`src/rtl/debounce_multi_switch.sv`:
```
// Per-channel switch debouncer with rise/fall pulses; output lags a stable pin by DEBOUNCE_LIMIT+2 clocks.
// No backpressure: pulses are one-shot. Define DEBOUNCE_HOLD_DETECT_EN to add long-press detection on o_Hold.
module debounce_multi_switch #(
  parameter int NUM_SWITCHES   = 4,
  parameter int DEBOUNCE_LIMIT = 250000,
  parameter int HOLD_LIMIT     = 25000000
) (
  input  logic                    i_Clk,
  input  logic                    i_Rst_L,
  input  logic [NUM_SWITCHES-1:0] i_Switches,
  output logic [NUM_SWITCHES-1:0] o_Switches,
  output logic [NUM_SWITCHES-1:0] o_Rise,
  output logic [NUM_SWITCHES-1:0] o_Fall,
  output logic [NUM_SWITCHES-1:0] o_Hold
);

  localparam int DB_W = $clog2(DEBOUNCE_LIMIT) + 1;
  localparam logic [DB_W-1:0] DB_LAST = DB_W'(DEBOUNCE_LIMIT - 1);

  if (NUM_SWITCHES < 1 || DEBOUNCE_LIMIT < 1 || HOLD_LIMIT < 1) begin : g_bad_param
    $error("debounce_multi_switch: all parameters must be at least 1");
  end

  logic [NUM_SWITCHES-1:0] r_sync1;
  logic [NUM_SWITCHES-1:0] r_sync2;

  always_ff @(posedge i_Clk or negedge i_Rst_L) begin
    if (!i_Rst_L) begin
      r_sync1 <= '0;
      r_sync2 <= '0;
    end else begin
      r_sync1 <= i_Switches;
      r_sync2 <= r_sync1;
    end
  end

  for (genvar k = 0; k < NUM_SWITCHES; k++) begin : g_ch
    logic [DB_W-1:0] r_cnt;
    logic            r_level;
    logic            r_rise;
    logic            r_fall;
    logic            w_diff;
    logic            w_load;

    assign w_diff = r_sync2[k] ^ r_level;
    assign w_load = w_diff && (r_cnt == DB_LAST);

    // Any clock where the synced pin agrees with the output restarts qualification.
    always_ff @(posedge i_Clk or negedge i_Rst_L) begin
      if (!i_Rst_L) begin
        r_cnt   <= '0;
        r_level <= 1'b0;
        r_rise  <= 1'b0;
        r_fall  <= 1'b0;
      end else begin
        r_rise <= w_load & r_sync2[k];
        r_fall <= w_load & ~r_sync2[k];
        if (w_load) begin
          r_level <= r_sync2[k];
          r_cnt   <= '0;
        end else if (w_diff) begin
          r_cnt <= r_cnt + 1'b1;
        end else begin
          r_cnt <= '0;
        end
      end
    end

    assign o_Switches[k] = r_level;
    assign o_Rise[k]     = r_rise;
    assign o_Fall[k]     = r_fall;

`ifdef DEBOUNCE_HOLD_DETECT_EN
    localparam int HOLD_W = $clog2(HOLD_LIMIT) + 1;
    localparam logic [HOLD_W-1:0] HOLD_MAX = HOLD_W'(HOLD_LIMIT);

    logic [HOLD_W-1:0] r_hold_cnt;
    logic [HOLD_W-1:0] w_hold_cnt_nxt;
    logic              r_hold;

    // While the level is high a load can only be a fall, so it clears alongside the drop.
    always_comb begin
      w_hold_cnt_nxt = r_hold_cnt;
      if (!r_level || w_load) begin
        w_hold_cnt_nxt = '0;
      end else if (r_hold_cnt != HOLD_MAX) begin
        w_hold_cnt_nxt = r_hold_cnt + 1'b1;
      end
    end

    always_ff @(posedge i_Clk or negedge i_Rst_L) begin
      if (!i_Rst_L) begin
        r_hold_cnt <= '0;
        r_hold     <= 1'b0;
      end else begin
        r_hold_cnt <= w_hold_cnt_nxt;
        r_hold     <= (w_hold_cnt_nxt == HOLD_MAX);
      end
    end

    assign o_Hold[k] = r_hold;
`else
    assign o_Hold[k] = 1'b0;
`endif
  end

endmodule

```
`config.mk`:
```
export PLATFORM = sky130hd
export DESIGN_NAME = debounce_multi_switch
export DESIGN_NICKNAME = d
export VERILOG_FILES = /design/src/rtl/debounce_multi_switch.sv
export SDC_FILE = /design/constraint.sdc
export NUM_CORES = 1
export LEC_CHECK = 0
export ABC_AREA = 1
export CAP_MARGIN = 20
export CORE_ASPECT_RATIO = 1.2
export CORE_MARGIN = 4
export CORE_UTILIZATION = 40
export CTS_CLUSTER_SIZE = 28
export DETAILED_ROUTE_END_ITERATION = 16
export SLEW_MARGIN = 0
export SYNTH_ARGS = -nofsm -noshare
export SYNTH_HDL_FRONTEND = slang
export SYNTH_SLANG_ARGS = --single-unit
```
`constraint.sdc`:
```
create_clock -name i_Clk -period 1.65 [get_ports i_Clk]
set_input_delay 0.33 -clock i_Clk [delete_from_list [all_inputs] [get_ports i_Clk]]
set_output_delay 0.33 -clock i_Clk [all_outputs]
set_load 0.1 [all_outputs]
```
**After elaboration in Yosys (flattened, before gate mapping)**

Cells that the tools add are included.
Widths: inputs -> output; s select.

- Input port bits: 6
- Register bits: 96

- Equality and inequality tests: 4
- Bitwise operators: 16
- Add/sub/neg operators: 4
- Muxes and demuxes: 8
- Reduce and logical (&&, ||, !) cells: 4

Operators with widths:

| kind | number |
|---|---|
| $mux 19 | 8 |
| $add 19x1->19 const B | 4 |
| $eq 19x18->1 const B | 4 |
| $and 1x1->1 | 8 |
| $logic_and 1x1->1 | 4 |
| $not 1->1 | 4 |
| $xor 1x1->1 | 4 |

**Longest topological paths before layout**

- Depth in word-level cells: 3
- Gate-level depth with buffers: 9

**Least setup slack after synthesis**

No wires, ideal clock.

- Path kind: register -> register
- Start point: register g_ch[3].r_cnt[0]
- End point: register g_ch[3].r_cnt[17]
- Cell stages (with the launch flop): 7
- Path buffers: 0
- Setup slack: 0.330 ns
- Arrival time: 1.200 ns
- Setup time: 0.120 ns
- Data required time: 1.530 ns
- Period minus slack after synthesis: 1.320 ns
- Cells stage by stage: dfrtp_1 -> ha_1 -> nand3_1 -> nor2_2 -> nand3_2 -> nand2_2 -> nor2_1

- Word-level cells in the longest chain between the ends: 3

Ends and longest elaborated chain:

| item | line | source |
|---|---|---|
| start, declared | 38 | `logic [DB_W-1:0] r_cnt;` |
| start signal, assigned | 62 | `r_cnt <= r_cnt + 1'b1;` |
| $add 19x1->19 / $eq 19x18->1 (equally long branches) | 62, 46 |  |
| $mux 19 / $logic_and 1x1->1 (equally long branches) | 61, 46 |  |
| $mux 19 (*) | 58 | `if (w_load) begin` |

Mark *: on every way between the ends. The rest lies on a longest branch, timed or not.
A chain may end at the register's enable or synchronous reset.

**Final worst setup path**

- Start point: register g_ch[0].r_cnt[0]
- End point: register g_ch[0].r_cnt[14]

- Word-level cells in the longest chain between the ends: 3

Ends and longest elaborated chain:

| item | line |
|---|---|
| start, declared | 38 |
| start signal, assigned | 62 |
| $add 19x1->19 / $eq 19x18->1 (equally long branches) | 62, 46 |
| $mux 19 / $logic_and 1x1->1 (equally long branches) | 61, 46 |
| $mux 19 (*) | 58 |

Marked as above.

==> run summary <==
STA classifies the critical path startpoint as a flip-flop. The residual DRC count is 0. TritonCTS built the clock tree. The critical-path maximum fanout is 5. The clock-pin slew on the worst setup and hold paths is 0.07 ns.

The H-tree was split into 3 levels. The met1 layer wirelength in the final routing is 5060 µm. For this design the ratio of total power to cell area is 752 nW/µm². The max-slew violation count is 0.

The ratio of routed vias to standard cells is 4.63. Entering global routing, the biggest net connects 34 pins. The total cell area at the placement stage is 5900 µm².

The most numerous cell type found on the critical path is sky130_fd_sc_hd__nor2_1. The synthesized area per cell is 7.24 µm². The path class of the tightest hold or removal check is reg -> reg. The height of the chip is 136 µm. The number of warnings reported in the yosys synthesis log is 0. The area of the die is 15600 µm². The clock latency of the later-clocked register in the worst-skew pair is 0.34 ns. The initial antenna violation count is 0. The routed wire length on met3 came out at 303 µm. The worst setup path is captured at a flip-flop. The critical path goes through ha_2, nand2_1, nor2_1, nand2_2, nor2_1, nand2_1, nor2_1, nor2_1. In the detailed route, the total length drawn on met2 is 5320 µm. The total setup violations reported at the end of the flow came out at 0.

The number of nets in the finished design came out at 782. The portion of synthesized cell area occupied by the leading cell type is 44.1%. Tracing the worst setup path back leads to its startpoint at g_ch[0].r_cnt[0].

The slowest cell on the critical path is sky130_fd_sc_hd__dfrtp_1. The maximum root-to-sink buffer count is 2. The starting density of the core is 41.0%. The accumulated negative setup slack came out at 0 ns. sky130_fd_sc_hd__dfrtp_1 takes more of the synthesized area than any other cell. The stage delay of the slowest cell on the critical path came out at 0.40 ns.

By startpoint and endpoint, the worst setup path is classified as reg -> reg. In this run the critical register-to-register path is launched from g_ch[0].r_cnt[0]. The distinct cell type count of the synthesized netlist is 22. The cell row count came out at 46.

The total routing resource utilization after global routing came out at 15.4%. Synthesis handed over a netlist of 752 instances. The worst hold path begins at r_sync1[1].

Relative to the synthesized area, the layout overhead comes to 13.9%. The number of failing hold endpoints at the final stage is 0. Sequential elements use 44.1% of the synthesized area. The leakage power summed over all cells came out at 2.90 nW. The post-layout instance area is 6210 µm². The post-route core utilization is 46.7%. The via count of the first global-routing pass came out at 4294. CTS saw 96 sinks. Routability-driven placement finished with a final weighted congestion of 0.927.

The post-route minimum period is 1.48 ns. The wire length after detailed routing is 11100 µm. The max-cap check violation count is 0. The first global-routing pass estimated 19400 µm of wire. The highest clock frequency the design can meet is 675 MHz. The final HPWL from detailed placement came out at 8520 µm.

STA puts the critical path data required time at 1.88 ns. Post-CTS timing repair inserted 0 buffers for setup. After global routing the overflow that remains totals 0. The violation count after the first detailed-routing iteration is 214.

The worst supply voltage drop on vdd is 0.453 mV. Setup repair after global routing left no endpoint under its margin. The antenna cell count came out at 0.

For the worst flop-to-flop path, the logic depth is 8. The synthesized flop and latch total came out at 96. The routed length per placed instance came out at 11.8 µm. The top layer reached by signal wires is met4.

The clock arrives with 0.00695 ns of skew. The flow ran to the end, and the final reports show no timing, DRC or antenna violations. The ratio of cells with drive above 1 in the final layout is 10.8%. Yosys attributes the largest share of cell area to sky130_fd_sc_hd__dfrtp_1, sky130_fd_sc_hd__nor2_1, sky130_fd_sc_hd__nand2_1, sky130_fd_sc_hd__inv_1, sky130_fd_sc_hd__nand3_1. The worst path uses 89.7% of the clock period.

The placeable core area is 13300 µm². The number of buffers inserted during clock tree synthesis is 9. The area of the mapped netlist came out at 5450 µm². During I/O placement, the number of pins put on the boundary was 22. In this run the clock root is driven by a sky130_fd_sc_hd__clkbuf_16. For the worst setup path, the data arrival time is 1.71 ns. The residual antenna-violating net count after detailed routing is 0. The setup slack of the most critical reg-to-reg path is 0.17 ns. Measured along the x axis, the die boundary spans 115 µm.

Detailed routing inserted a total of 4370 vias. The critical path ends at g_ch[0].r_cnt[14]. The number of iterations in the first detailed-routing pass is 6.

The capturing point of the worst reg2reg path is g_ch[0].r_cnt[14]. The number of input and output port buffers inserted is 17.
-- kinds of logic after synthesis --
logic type               share of synthesized area (%)
XOR/XNOR                                          5.95
AND/OR/NAND/NOR                                   37.8
other                                           0.0688
flip-flops                                        44.1
adder cells (fa/ha/maj)                          0.919
buffers and inverters                             9.51
AO/OA/AOI/OAI                                     1.70
-- cells in the mapped netlist --
master	instances
sky130_fd_sc_hd__inv_1	101
sky130_fd_sc_hd__o21bai_1	3
sky130_fd_sc_hd__nor2_2	17
sky130_fd_sc_hd__nand4_1	4
sky130_fd_sc_hd__nand3_1	50
sky130_fd_sc_hd__nor3_2	4
sky130_fd_sc_hd__inv_2	2
sky130_fd_sc_hd__nand3_2	5
sky130_fd_sc_hd__nor2_1	187
sky130_fd_sc_hd__nor3b_1	4
sky130_fd_sc_hd__nand2_4	2
sky130_fd_sc_hd__xnor2_1	14
sky130_fd_sc_hd__dfrtp_1	96
sky130_fd_sc_hd__conb_1	1
sky130_fd_sc_hd__nand2_1	183
sky130_fd_sc_hd__nor2_4	5
sky130_fd_sc_hd__nand2_2	14
sky130_fd_sc_hd__buf_4	16
sky130_fd_sc_hd__o21ai_1	14
sky130_fd_sc_hd__clkbuf_1	3
sky130_fd_sc_hd__ha_1	4
sky130_fd_sc_hd__xor2_1	23
-- per-stage QoR --
stage	worst slack, ns	hold WS, ns	std cells	total power [mW]
6_report	0.169	0.346	944	4.66
5_1_grt	0.0127	0.359	944	4.87
4_1_cts	0.129	0.348	944	4.74
3_5_place_dp	0.142	0.245	928	2.68
3_3_place_gp	0.166	0.236	928	2.68
2_1_floorplan	0.330	0.0344	755	2.58
-- power breakdown --
| part | internal [mW] | switching [mW] | total [mW] | leakage [nW] |
|---|---|---|---|---|
| clock network | 1.17 | 0.858 | 2.03 | 0.137 |
| registers | 2.39 | 0.0311 | 2.42 | 1.31 |
| logic | 0.0585 | 0.161 | 0.219 | 1.45 |
| total | 3.61 | 1.05 | 4.66 | 2.90 |
-- registers in the layout, summed over array words and instances (netlist names) --
register,flops
g_ch.r_fall,4
r_sync1,4
g_ch.r_rise,4
r_sync2,4
g_ch.r_cnt,76
g_ch.r_level,4
-- worst max-delay path, delay by kind of cell (launching register included) --
kind	cells	cell delay [ns]
adders and majority gates	1	0.24
and+or+nand+nor	7	0.72
DFF	1	0.40
-- worst min path at each step --
stage	end	cells past startpoint	slack (ns)
after floorplan	g_ch[0].r_cnt[0]	0	0.03
after global placement	g_ch[2].r_cnt[6]	1	0.24
after detailed placement	g_ch[2].r_cnt[6]	1	0.25
after CTS	r_sync2[1]	0	0.35
after global routing	r_sync2[1]	0	0.36
final	r_sync2[1]	0	0.35
-- metal layers --
| layer | track usage (%) | vias up |
|---|---|---|
| li1 | - | 2288 |
| met1 | 19.7 | 1972 |
| met2 | 25.3 | 78 |
| met3 | 2.09 | 32 |
| met4 | 8.45 | 0 |
| met5 | 0 | - |
-- final cells by class --
class	instances	area (µm²)
Fill cell	1331	7090
Multi-Input combinational cell	537	2550
Sequential cell	96	2400
Inverter	103	387
Timing Repair Buffer	25	375
Clock buffer	12	236
Tap cell	168	210
Clock inverter	3	43.8
-- placed cells by master (no fill, tap or decap) --
cell | synthesis | final
sky130_fd_sc_hd__buf_12 | 0 | 14
sky130_fd_sc_hd__buf_4 | 16 | 6
sky130_fd_sc_hd__bufinv_16 | 0 | 1
sky130_fd_sc_hd__clkbuf_1 | 3 | 3
sky130_fd_sc_hd__clkbuf_16 | 0 | 9
sky130_fd_sc_hd__clkdlybuf4s50_1 | 0 | 4
sky130_fd_sc_hd__clkinv_2 | 0 | 1
sky130_fd_sc_hd__clkinv_4 | 0 | 1
sky130_fd_sc_hd__conb_1 | 1 | 4
sky130_fd_sc_hd__dfrtp_1 | 96 | 96
sky130_fd_sc_hd__dlygate4sd3_1 | 0 | 1
sky130_fd_sc_hd__ha_1 | 4 | 1
sky130_fd_sc_hd__ha_2 | 0 | 3
sky130_fd_sc_hd__inv_1 | 101 | 101
sky130_fd_sc_hd__inv_2 | 2 | 2
sky130_fd_sc_hd__nand2_1 | 183 | 183
sky130_fd_sc_hd__nand2_2 | 14 | 13
sky130_fd_sc_hd__nand2_4 | 2 | 3
sky130_fd_sc_hd__nand3_1 | 50 | 50
sky130_fd_sc_hd__nand3_2 | 5 | 5
sky130_fd_sc_hd__nand4_1 | 4 | 4
sky130_fd_sc_hd__nor2_1 | 187 | 187
sky130_fd_sc_hd__nor2_2 | 17 | 17
sky130_fd_sc_hd__nor2_4 | 5 | 5
sky130_fd_sc_hd__nor3_2 | 4 | 4
sky130_fd_sc_hd__nor3b_1 | 4 | 4
sky130_fd_sc_hd__o21ai_1 | 14 | 14
sky130_fd_sc_hd__o21bai_1 | 3 | 3
sky130_fd_sc_hd__xnor2_1 | 14 | 14
sky130_fd_sc_hd__xor2_1 | 23 | 23
-- what timing repair did --
item	4_1_cts	5_1_grt
endpoints found under the setup margin	0	10
resized for setup	0	4
hold buffers	1	0
endpoints found under the hold margin	18	0
Note: power is estimated with default switching activity, not from simulation.
